<file path="src/rtl/ddr_pkg.sv">
// Shared types for the DDR host-port arbiter.
// Controller command encodings and arbiter FSM states.
package ddr_pkg;

    typedef enum logic [2:0] {
        NOP       = 3'b000,
        READA     = 3'b001,
        WRITEA    = 3'b010,
        REFRESH   = 3'b011,
        PRECHARGE = 3'b100,
        LOAD_MODE = 3'b101,
        LOAD_REG1 = 3'b110,
        LOAD_REG2 = 3'b111
    } cmd_e;

    typedef enum logic [2:0] {
        IDLE,
        CMD_ISSUE,
        WR_DATA,
        RD_WAIT,
        RD_DATA,
        REF_ISSUE,
        DONE
    } arb_state_e;

endpackage

</file>
<file path="src/rtl/ddr_rr_arbiter.sv">
// Round-robin pick: first valid requester at or after the pointer.
// Purely combinational; one-hot grant plus encoded index.
module ddr_rr_arbiter #(
    parameter int NUM_REQ = 2,
    parameter int PTR_W   = 1
) (
    input  logic [NUM_REQ-1:0] req_valid,
    input  logic [PTR_W-1:0]   rr_ptr,
    output logic [NUM_REQ-1:0] grant,
    output logic [PTR_W-1:0]   grant_idx,
    output logic               found
);

    logic [PTR_W-1:0] idx;

    // Walk from the farthest offset down so the nearest valid one wins.
    always_comb begin
        grant     = '0;
        grant_idx = '0;
        found     = 1'b0;
        idx       = '0;
        for (int i = NUM_REQ - 1; i >= 0; i--) begin
            idx = PTR_W'((int'(rr_ptr) + i) % NUM_REQ);
            if (req_valid[idx]) begin
                grant      = '0;
                grant[idx] = 1'b1;
                grant_idx  = idx;
                found      = 1'b1;
            end
        end
    end

endmodule

</file>
<file path="src/rtl/ddr_host_arbiter.sv">
// Shares the DDR controller host command port between requesters,
// sequencing data windows and inserting periodic auto-refresh.
module ddr_host_arbiter
    import ddr_pkg::*;
#(
    parameter int NUM_REQ    = 2,
    parameter int ADDR_W     = 23,
    parameter int DATA_W     = 128,
    parameter int BURST_LEN  = 2,
    parameter int RD_LAT     = 4,
    parameter int REF_PERIOD = 1560
) (
    input  logic                        CLK,
    input  logic                        RESET_N,
    input  logic [NUM_REQ-1:0]          req_valid,
    output logic [NUM_REQ-1:0]          req_ready,
    input  logic [3*NUM_REQ-1:0]        req_cmd,
    input  logic [ADDR_W*NUM_REQ-1:0]   req_addr,
    input  logic [DATA_W*NUM_REQ-1:0]   req_wdata,
    input  logic [DATA_W/8*NUM_REQ-1:0] req_dm,
    output logic [NUM_REQ-1:0]          wdata_pop,
    output logic [DATA_W-1:0]           rd_data,
    output logic [NUM_REQ-1:0]          rd_valid,
    output logic [2:0]                  CMD,
    output logic [ADDR_W-1:0]           ADDR,
    input  logic                        CMDACK,
    output logic [DATA_W-1:0]           DATAIN,
    output logic [DATA_W/8-1:0]         DM,
    input  logic [DATA_W-1:0]           DATAOUT,
    output logic                        busy,
    output logic                        ref_overrun
);

    localparam int PTR_W = $clog2(NUM_REQ);
    localparam int MW    = DATA_W / 8;

    arb_state_e         state, state_n;
    logic [PTR_W-1:0]   owner_q, rr_ptr, grant_idx;
    logic [NUM_REQ-1:0] grant, owner_oh;
    cmd_e               cmd_q;
    logic [ADDR_W-1:0]  addr_q;
    logic               is_ref, found, take, legal;
    logic [2:0]         pick_cmd;
    logic [7:0]         cnt;
    logic [15:0]        ref_cnt;
    logic               ref_pending;

    ddr_rr_arbiter #(
        .NUM_REQ (NUM_REQ),
        .PTR_W   (PTR_W)
    ) u_rr (
        .req_valid (req_valid),
        .rr_ptr    (rr_ptr),
        .grant     (grant),
        .grant_idx (grant_idx),
        .found     (found)
    );

    assign pick_cmd = req_cmd[grant_idx*3 +: 3];
    assign legal    = (pick_cmd == READA) || (pick_cmd == WRITEA);
    assign take     = (state == IDLE) && !ref_pending && found;
    assign owner_oh = NUM_REQ'(1) << owner_q;
    assign busy     = (state != IDLE);

    always_comb begin
        state_n   = state;
        CMD       = NOP;
        ADDR      = '0;
        DATAIN    = '0;
        DM        = '0;
        wdata_pop = '0;
        case (state)
            IDLE: begin
                if (ref_pending)
                    state_n = REF_ISSUE;
                else if (found)
                    state_n = legal ? CMD_ISSUE : DONE;
            end
            CMD_ISSUE: begin
                CMD  = cmd_q;
                ADDR = addr_q;
                if (CMDACK)
                    state_n = (cmd_q == WRITEA) ? WR_DATA : RD_WAIT;
            end
            WR_DATA: begin
                DATAIN    = req_wdata[owner_q*DATA_W +: DATA_W];
                DM        = req_dm[owner_q*MW +: MW];
                wdata_pop = owner_oh;
                if (cnt == 8'(BURST_LEN - 1))
                    state_n = DONE;
            end
            RD_WAIT: begin
                if (cnt == 8'(RD_LAT - 2))
                    state_n = RD_DATA;
            end
            RD_DATA: begin
                if (cnt == 8'(BURST_LEN - 1))
                    state_n = DONE;
            end
            REF_ISSUE: begin
                CMD = REFRESH;
                if (CMDACK)
                    state_n = DONE;
            end
            DONE:    state_n = IDLE;
            default: state_n = IDLE;
        endcase
    end

    always_ff @(posedge CLK or negedge RESET_N) begin
        if (!RESET_N) begin
            state       <= IDLE;
            owner_q     <= '0;
            cmd_q       <= NOP;
            addr_q      <= '0;
            is_ref      <= 1'b0;
            rr_ptr      <= '0;
            cnt         <= '0;
            ref_cnt     <= 16'(REF_PERIOD - 1);
            ref_pending <= 1'b0;
            ref_overrun <= 1'b0;
            req_ready   <= '0;
            rd_data     <= '0;
            rd_valid    <= '0;
        end else begin
            state     <= state_n;
            cnt       <= (state_n != state) ? 8'd0 : cnt + 8'd1;
            req_ready <= take ? grant : '0;
            if (take) begin
                owner_q <= grant_idx;
                cmd_q   <= cmd_e'(pick_cmd);
                addr_q  <= req_addr[grant_idx*ADDR_W +: ADDR_W];
                is_ref  <= 1'b0;
            end else if (state == IDLE && ref_pending) begin
                is_ref <= 1'b1;
            end
            if (state == DONE && !is_ref)
                rr_ptr <= (owner_q == PTR_W'(NUM_REQ - 1)) ? '0 : owner_q + 1'b1;
            rd_valid <= (state == RD_DATA) ? owner_oh : '0;
            if (state == RD_DATA)
                rd_data <= DATAOUT;
            // Expiry beats a same-cycle acknowledge so no interval is lost.
            if (ref_cnt == 16'd0) begin
                ref_cnt     <= 16'(REF_PERIOD - 1);
                ref_pending <= 1'b1;
                if (ref_pending)
                    ref_overrun <= 1'b1;
            end else begin
                ref_cnt <= ref_cnt - 16'd1;
                if (state == REF_ISSUE && CMDACK)
                    ref_pending <= 1'b0;
            end
        end
    end

endmodule

</file>
<file path="config.mk">
export PLATFORM = sky130hd
export DESIGN_NAME = ddr_host_arbiter
export DESIGN_NICKNAME = d
export VERILOG_FILES = /design/src/rtl/ddr_pkg.sv /design/src/rtl/ddr_rr_arbiter.sv /design/src/rtl/ddr_host_arbiter.sv
export SDC_FILE = /design/constraint.sdc
export NUM_CORES = 1
export LEC_CHECK = 0
export CORE_AREA = 10 10 295 297
export DETAILED_ROUTE_END_ITERATION = 10
export DIE_AREA = 0 0 305 307
export PLACE_DENSITY = 0.38
export SLEW_MARGIN = 20
export SYNTH_ARGS = -nofsm -noshare
export SYNTH_HDL_FRONTEND = slang
export SYNTH_SLANG_ARGS = --single-unit
</file>
<file path="constraint.sdc">
create_clock -name CLK -period 5 [get_ports CLK]
set_input_delay 1.5 -clock CLK [delete_from_list [all_inputs] [get_ports CLK]]
set_output_delay 1.5 -clock CLK [all_outputs]
set_load 0.05 [all_outputs]
</file>
# ---- After elaboration in Yosys (flattened, before gate mapping)
# Index checks and enable logic that the tools add are counted.
dict set report classes {
  n_eq_ne 12
  n_lt_le_gt_ge 4
  n_mux 37
  mul 2
  n_addsub 4
  reduce_logical 17
  n_shift 5
}
# op count
set ops {}
lappend ops {{variable part select 256 x 9 -> 128 bit} 1}
lappend ops {{two-way mux 128 bit} 1}
lappend ops {{variable part select 46 x 7 -> 23 bit} 1}
lappend ops {{two-way mux 16 bit} 2}
lappend ops {{variable part select 32 x 6 -> 16 bit} 1}
lappend ops {{two-way mux 23 bit} 1}
lappend ops {{two-way mux 3 bit} 7}
lappend ops {{logical NOT 16 bit} 1}
lappend ops {{two-way mux 1 bit} 16}
lappend ops {{subtractor 16 x 1 -> 16 bit (second input constant)} 1}
lappend ops {{one-hot mux 3 bit (5 select lines)} 1}
lappend ops {{== test 3 x 2 -> 1 bit (second input constant)} 4}
lappend ops {{two-way mux 2 bit} 5}
lappend ops {{== test 3 bit (second input constant)} 3}
lappend ops {{adder 8 x 1 -> 8 bit (second input constant)} 1}
lappend ops {{== test 8 x 1 -> 1 bit (second input constant)} 1}
lappend ops {{== test 8 x 2 -> 1 bit (second input constant)} 1}
lappend ops {{two-way mux 8 bit} 1}
lappend ops {{logical AND 1 bit} 7}
lappend ops {{== test 3 x 1 -> 1 bit (second input constant)} 2}
lappend ops {{multiplier 1 x 5 -> 6 bit (second input constant)} 1}
lappend ops {{one-hot mux 3 bit (2 select lines)} 1}
lappend ops {{variable part select 6 x 4 -> 3 bit} 1}
lappend ops {{less-than comparator 1 x 2 -> 1 bit (second input constant)} 2}
lappend ops {{13 further kinds} 18}
dict set report totals {
  word_cells 94
  out_inout_bits 306
  register_bits 190
  inputBits 473
}

# ---- Logic depth before layout (Yosys ltp)
dict set report depth {
  ltp_word 15
  mapped_depth 7
  mapped_depth_nobuf 6
}

# ---- Cells and area by module
# A second synthesis with hierarchy kept.
dict set report hier_totals {
  hier_cells 789
  area_unflattened_um2 9349.0
}
# mod cells_each area_per_inst_um2 n_inst
set by_module_without_submodules {}
lappend by_module_without_submodules {ddr_host_arbiter 784 9316.4 1}
lappend by_module_without_submodules {ddr_rr_arbiter 5 32.5 1}

# ---- Least setup slack after synthesis
# No wires, ideal clock.
dict set report synth_path {
  path_type {register to output}
  startpoint {register state[1]}
  endpoint {output DATAIN[118]}
  n_path_buf 3
  t_arrival_ns 2.150
  path_stages_with_launch 7
  required_ns 3.500
  setup_slack_ns 1.350
  cell_sequence {dfrtp_1 > buf_2 > and2b_1 > and3_1 > buf_2 > clkbuf_1 > a22o_1}
}
dict set report synth_between {
  elab_chain_cells 2
}
# element line_no
set synth_rtl {}
lappend synth_rtl {{start, declared} ddr_host_arbiter.sv:37} ;# arb_state_e state, state_n;
lappend synth_rtl {{start signal, assigned} ddr_host_arbiter.sv:126} ;# state <= state_n;
lappend synth_rtl {{== test 3 x 2 -> 1 bit} ddr_host_arbiter.sv:72} ;# case (state)
lappend synth_rtl {{two-way mux 128 bit} ddr_host_arbiter.sv:72}
lappend synth_rtl {{end, declared} ddr_host_arbiter.sv:27} ;# output logic [DATA_W-1:0] DATAIN,
# Every way passes these cells.

# ---- Worst setup path after layout
dict set report layout_path {
  startpoint {register state[2]}
  endpoint {output DATAIN[62]}
}
# Same word-level chain as after synthesis.

==> results <==
- The run finished with clean final reports.
- For this block, the routed nets add up to 65.1 mm of wire.
- For this run, the number of Yosys warnings is 0.
- The count of max-cap constraint violations is 0.
- The die outline height is 307 um.
- The first TritonRoute pass finished after 4 iterations.
- The worst-case hold path end point is ref_cnt[0].
- Setup repair after global routing left no endpoint under its margin.
- In the final layout, the share of cells above drive strength 1 is 19.3%.
- The number of nets in the synthesized netlist is 1,250.
- The worst register-to-register path has a depth of 3.
- TritonCTS created 17 clock buffers.
- The critical hold path startpoint is ref_cnt[0].
- The sort of element at the start of the critical path is a flip-flop.
- The final critical-path required period is 4.84 ns.
- The maximum level of the CTS H-tree is 4.
- The via total after detailed routing is 9,554.
- The synthesized design contains 190 register bits.
- The capturing point of the worst reg2reg path is rd_data[39].
- The count of nets left with antenna violations once routing finished came out at 0.
- In this run the mean area of a mapped cell was 12.2 sq um.
- In this run, the number of DRC markers left after iteration 0 of detailed routing was 482.
- Across all register-to-register paths, the minimum setup slack is 2.79 ns.
- The count of nets after finishing is 1,997.
- The count of input and output buffers is 778.
- The wire length of the first global-routing pass is 87.7 mm.
- The final hold violation count came to 0.
- Counting flops with an async set or reset pin after synthesis yields a share of 100%.
- STA classifies the critical path endpoint as an output port.
- In this run the worst hold path is classified as reg2reg.
- Counting every instance in the synthesized netlist gives 772.
- The global router's overall resource usage is 13.3%.
- The critical-path maximum fanout is 113.
- For this design, the CTS-stage hold fixing added 0 buffers.
- For this run, the slowest stage of the critical path takes 0.86 ns.
- The synthesized cell area is 9400 sq um.
- The tree built by TritonCTS fans out to 190 sinks.
- The category of cells accounting for the largest share of critical-path delay is buffers and inverters.
- The most used flip-flop cell after synthesis is dfrtp_1.
- The number of global-route vias before repair is 10,730.
- The cell depth of the worst min-delay path is 1.
- The clock latency on the worst-skew pair is 0.46 ns.
- The count of buffers added by post-CTS timing repair for setup is 0.
- After layout, the worst path uses 96.9% of the clock period.
- The sequential element share of the synthesized area is 50.7%.
- The maximum resistive drop on vdd is 0.430 mV.
- The post-placement worst setup slack is 0.428 ns.
- Entering global routing, the biggest net connects 132 pins.
- The average routed wire per standard cell is 24.9 um.
- The placeable core region is 81,300 sq um.
- The number of max-slew violations in the final report is 0.
- The unique cell type count in the Yosys netlist is 52.
- The signal on the critical path passes through and2b_1 -> nor3b_2 -> buf_12 -> a22o_1 -> clkdlybuf4s50_1.
- The post-DP HPWL is 55.5 mm.
- The CTS tree is yes.
- No sink is reached through more buffers than the 2 on the longest clock path.
- The critical register-to-register path startpoint is state[2].
- After clock tree synthesis, the repair step resized 0 gates.
- Adding up every negative setup slack in the final design gives 0 ns.
- The required time at the endpoint of the critical path is 3.50 ns.
- For this design, the slowest cell found on the critical path is clkdlybuf4s50_1.
- The die covers 93,600 sq um.
- After detailed routing, the number of vias per cell comes to 3.65.
- The start-to-end type of the worst setup path is reg2out.
- The number of flops mapped to enable cells by yosys is 0.
- The die width is 305 um.
- The number of failing setup endpoints in the final timing report is 0.
- Summed over all cells, the static leakage comes to 7.56 nW.
- Counting both buffers and inverters, the worst setup path holds a total of 2.
- The floorplan has 105 rows.
- For this run, design rule violations remaining after detail routing come to 0.
- Counting the fill cells in the layout gives 8,670.
- In this run the power density over the cells is 647 nW/um^2.
- In this run the tightest slew margin relative to its limit is 34.9%.
- The slew of the pin with the lowest slew margin is 0.976 ns.
- The achievable frequency is 206 MHz.
- Relative to the synthesized area, the layout overhead comes to 103%.
- At the end of routability-driven placement, the weighted congestion stood at 0.894.
- The data arrival time of the critical path is 3.34 ns.
- The initial antenna violation count is 19.
- The final setup slack of the worst path is 0.157 ns.
- The root cell of the clock tree is clkbuf_16.
- The clock-pin slew of the registers on the worst-case setup and hold paths is 0.07 ns.
- The worst clock skew is 0.00848 ns.
- For this run the aggregate overflow at the end of global routing stands at 0.
- Pin placement for this block handled 779 I/O pins.
- The initial utilization of the core area, before any placement, comes to 11.6%.
cell usage after synthesis, types with 4 or more instances:
cell      count  share of area [%]
a21oi_1      26                1.4
a22o_1      145                 14
and2_1       25                1.7
and3_1        4               0.27
buf_2        34                1.8
buf_4        13                1.0
clkbuf_1     13               0.52
dfrtp_1     184                 49
dfstp_2       6                1.7
ha_1          5               0.67
inv_1         8               0.32
mux2_2      131                 16
mux2i_1      26                2.8
nand2_1      14               0.56
nand3_1      11               0.59
nand4_1       4               0.27
nor2_1       53                2.1
nor3_1        6               0.32
o21ai_0       6               0.32
xnor2_1       6               0.56
xor2_1       11                1.0
worst max path at each step:
stage,startpoint,end,cells after the start
after global placement,req_wdata[252],DATAIN[124],3
after CTS,state[2],DATAIN[62],5
after floorplan,state[1],DATAIN[118],6
after detailed placement,req_wdata[252],DATAIN[124],3
after global routing,state[2],DATAIN[59],5
final,state[2],DATAIN[62],5
power by group:
group | switching (W) | leakage [nW] | internal [W]
combinational | 0.00520 | 5.04 | 0.00303
clock | 0.000662 | 0.293 | 0.000806
sequential | 0.000433 | 2.23 | 0.00223
total | 0.00630 | 7.56 | 0.00607
registers in the layout, indices dropped and copies added, names as in the netlist:
| signal | flops |
|---|---|
| rr_ptr | 1 |
| state | 3 |
| cnt | 8 |
| rd_data | 128 |
| ref_pending | 1 |
| owner_q | 1 |
| ref_overrun | 1 |
| rd_valid | 2 |
| req_ready | 2 |
| addr_q | 23 |
| ref_cnt | 16 |
| is_ref | 1 |
| cmd_q | 3 |
placed cells by master (no fill, tap or decap), types with 3 or more instances in the layout:
| cell | instances |
|---|---|
| o21ai_0 | 6 |
| inv_1 | 8 |
| ha_1 | 5 |
| nand3_1 | 11 |
| clkbuf_16 | 17 |
| buf_4 | 82 |
| a21oi_1 | 26 |
| dfrtp_1 | 184 |
| and2_1 | 25 |
| clkinv_4 | 3 |
| xnor2_1 | 6 |
| dfstp_2 | 6 |
| diode_2 | 14 |
| and3_1 | 3 |
| clkdlybuf4s50_1 | 675 |
| bufinv_16 | 3 |
| nor3_1 | 6 |
| nand2_1 | 14 |
| buf_12 | 32 |
| nor2_1 | 52 |
| mux2i_1 | 26 |
| mux2_2 | 131 |
| nand4_1 | 4 |
| xor2_1 | 11 |
| a22o_1 | 145 |
cell families (layout without fill, tap and decap cells):
family | after synthesis | in the layout | share of synthesized area, %
multiplexers | 157 | 157 | 18.5
adder cells (fa/ha/maj) | 5 | 5 | 0.666
AND/OR/NAND/NOR | 140 | 140 | 8.20
flip-flops | 190 | 190 | 50.7
other | 0 | 14 | 0
AO/OA/AOI/OAI | 193 | 193 | 16.6
buffers and inverters | 70 | 830 | 3.77
XOR/XNOR | 17 | 17 | 1.58
metrics by stage:
step | power (W) | utilization, % | hold WS [ns] | cell area [sq um] | cells
after global placement | 0.0111 | 22.7 | 0.448 | 18500 | 2570
after CTS | 0.0126 | 23.4 | 0.473 | 19100 | 2602
after detailed placement | 0.0111 | 22.7 | 0.455 | 18500 | 2570
final | 0.0124 | 23.5 | 0.468 | 19100 | 2616
after floorplan | 0.00775 | - | 0.436 | 9400 | 772
after global routing | 0.0130 | 23.5 | 0.483 | 19100 | 2613
layer usage:
| metal | GRT usage (%) | part of all wire, % | vias up |
|---|---|---|---|
| met3 | 7.90 | 13 | 57 |
| met5 | 0 | 0.13 | - |
| met2 | 24.8 | 54 | 485 |
| met4 | 5.63 | 2.4 | 12 |
| li1 | - | - | 4373 |
| met1 | 11.2 | 31 | 4627 |
layout make-up:
cell class                      instances  area [sq um]  share of cell area, %
Antenna cell                           14          35.0                  0.183
Clock buffer                           20           447                   2.34
Clock inverter                         12           161                  0.845
Inverter                                8          30.0                  0.157
Multi-Input combinational cell        512          4300                   22.5
Sequential cell                       190          4760                   24.9
Tap cell                             1070          1340                   7.01
Timing Repair Buffer                  790          8030                   42.0
Note: power is estimated with default switching activity, not from simulation.
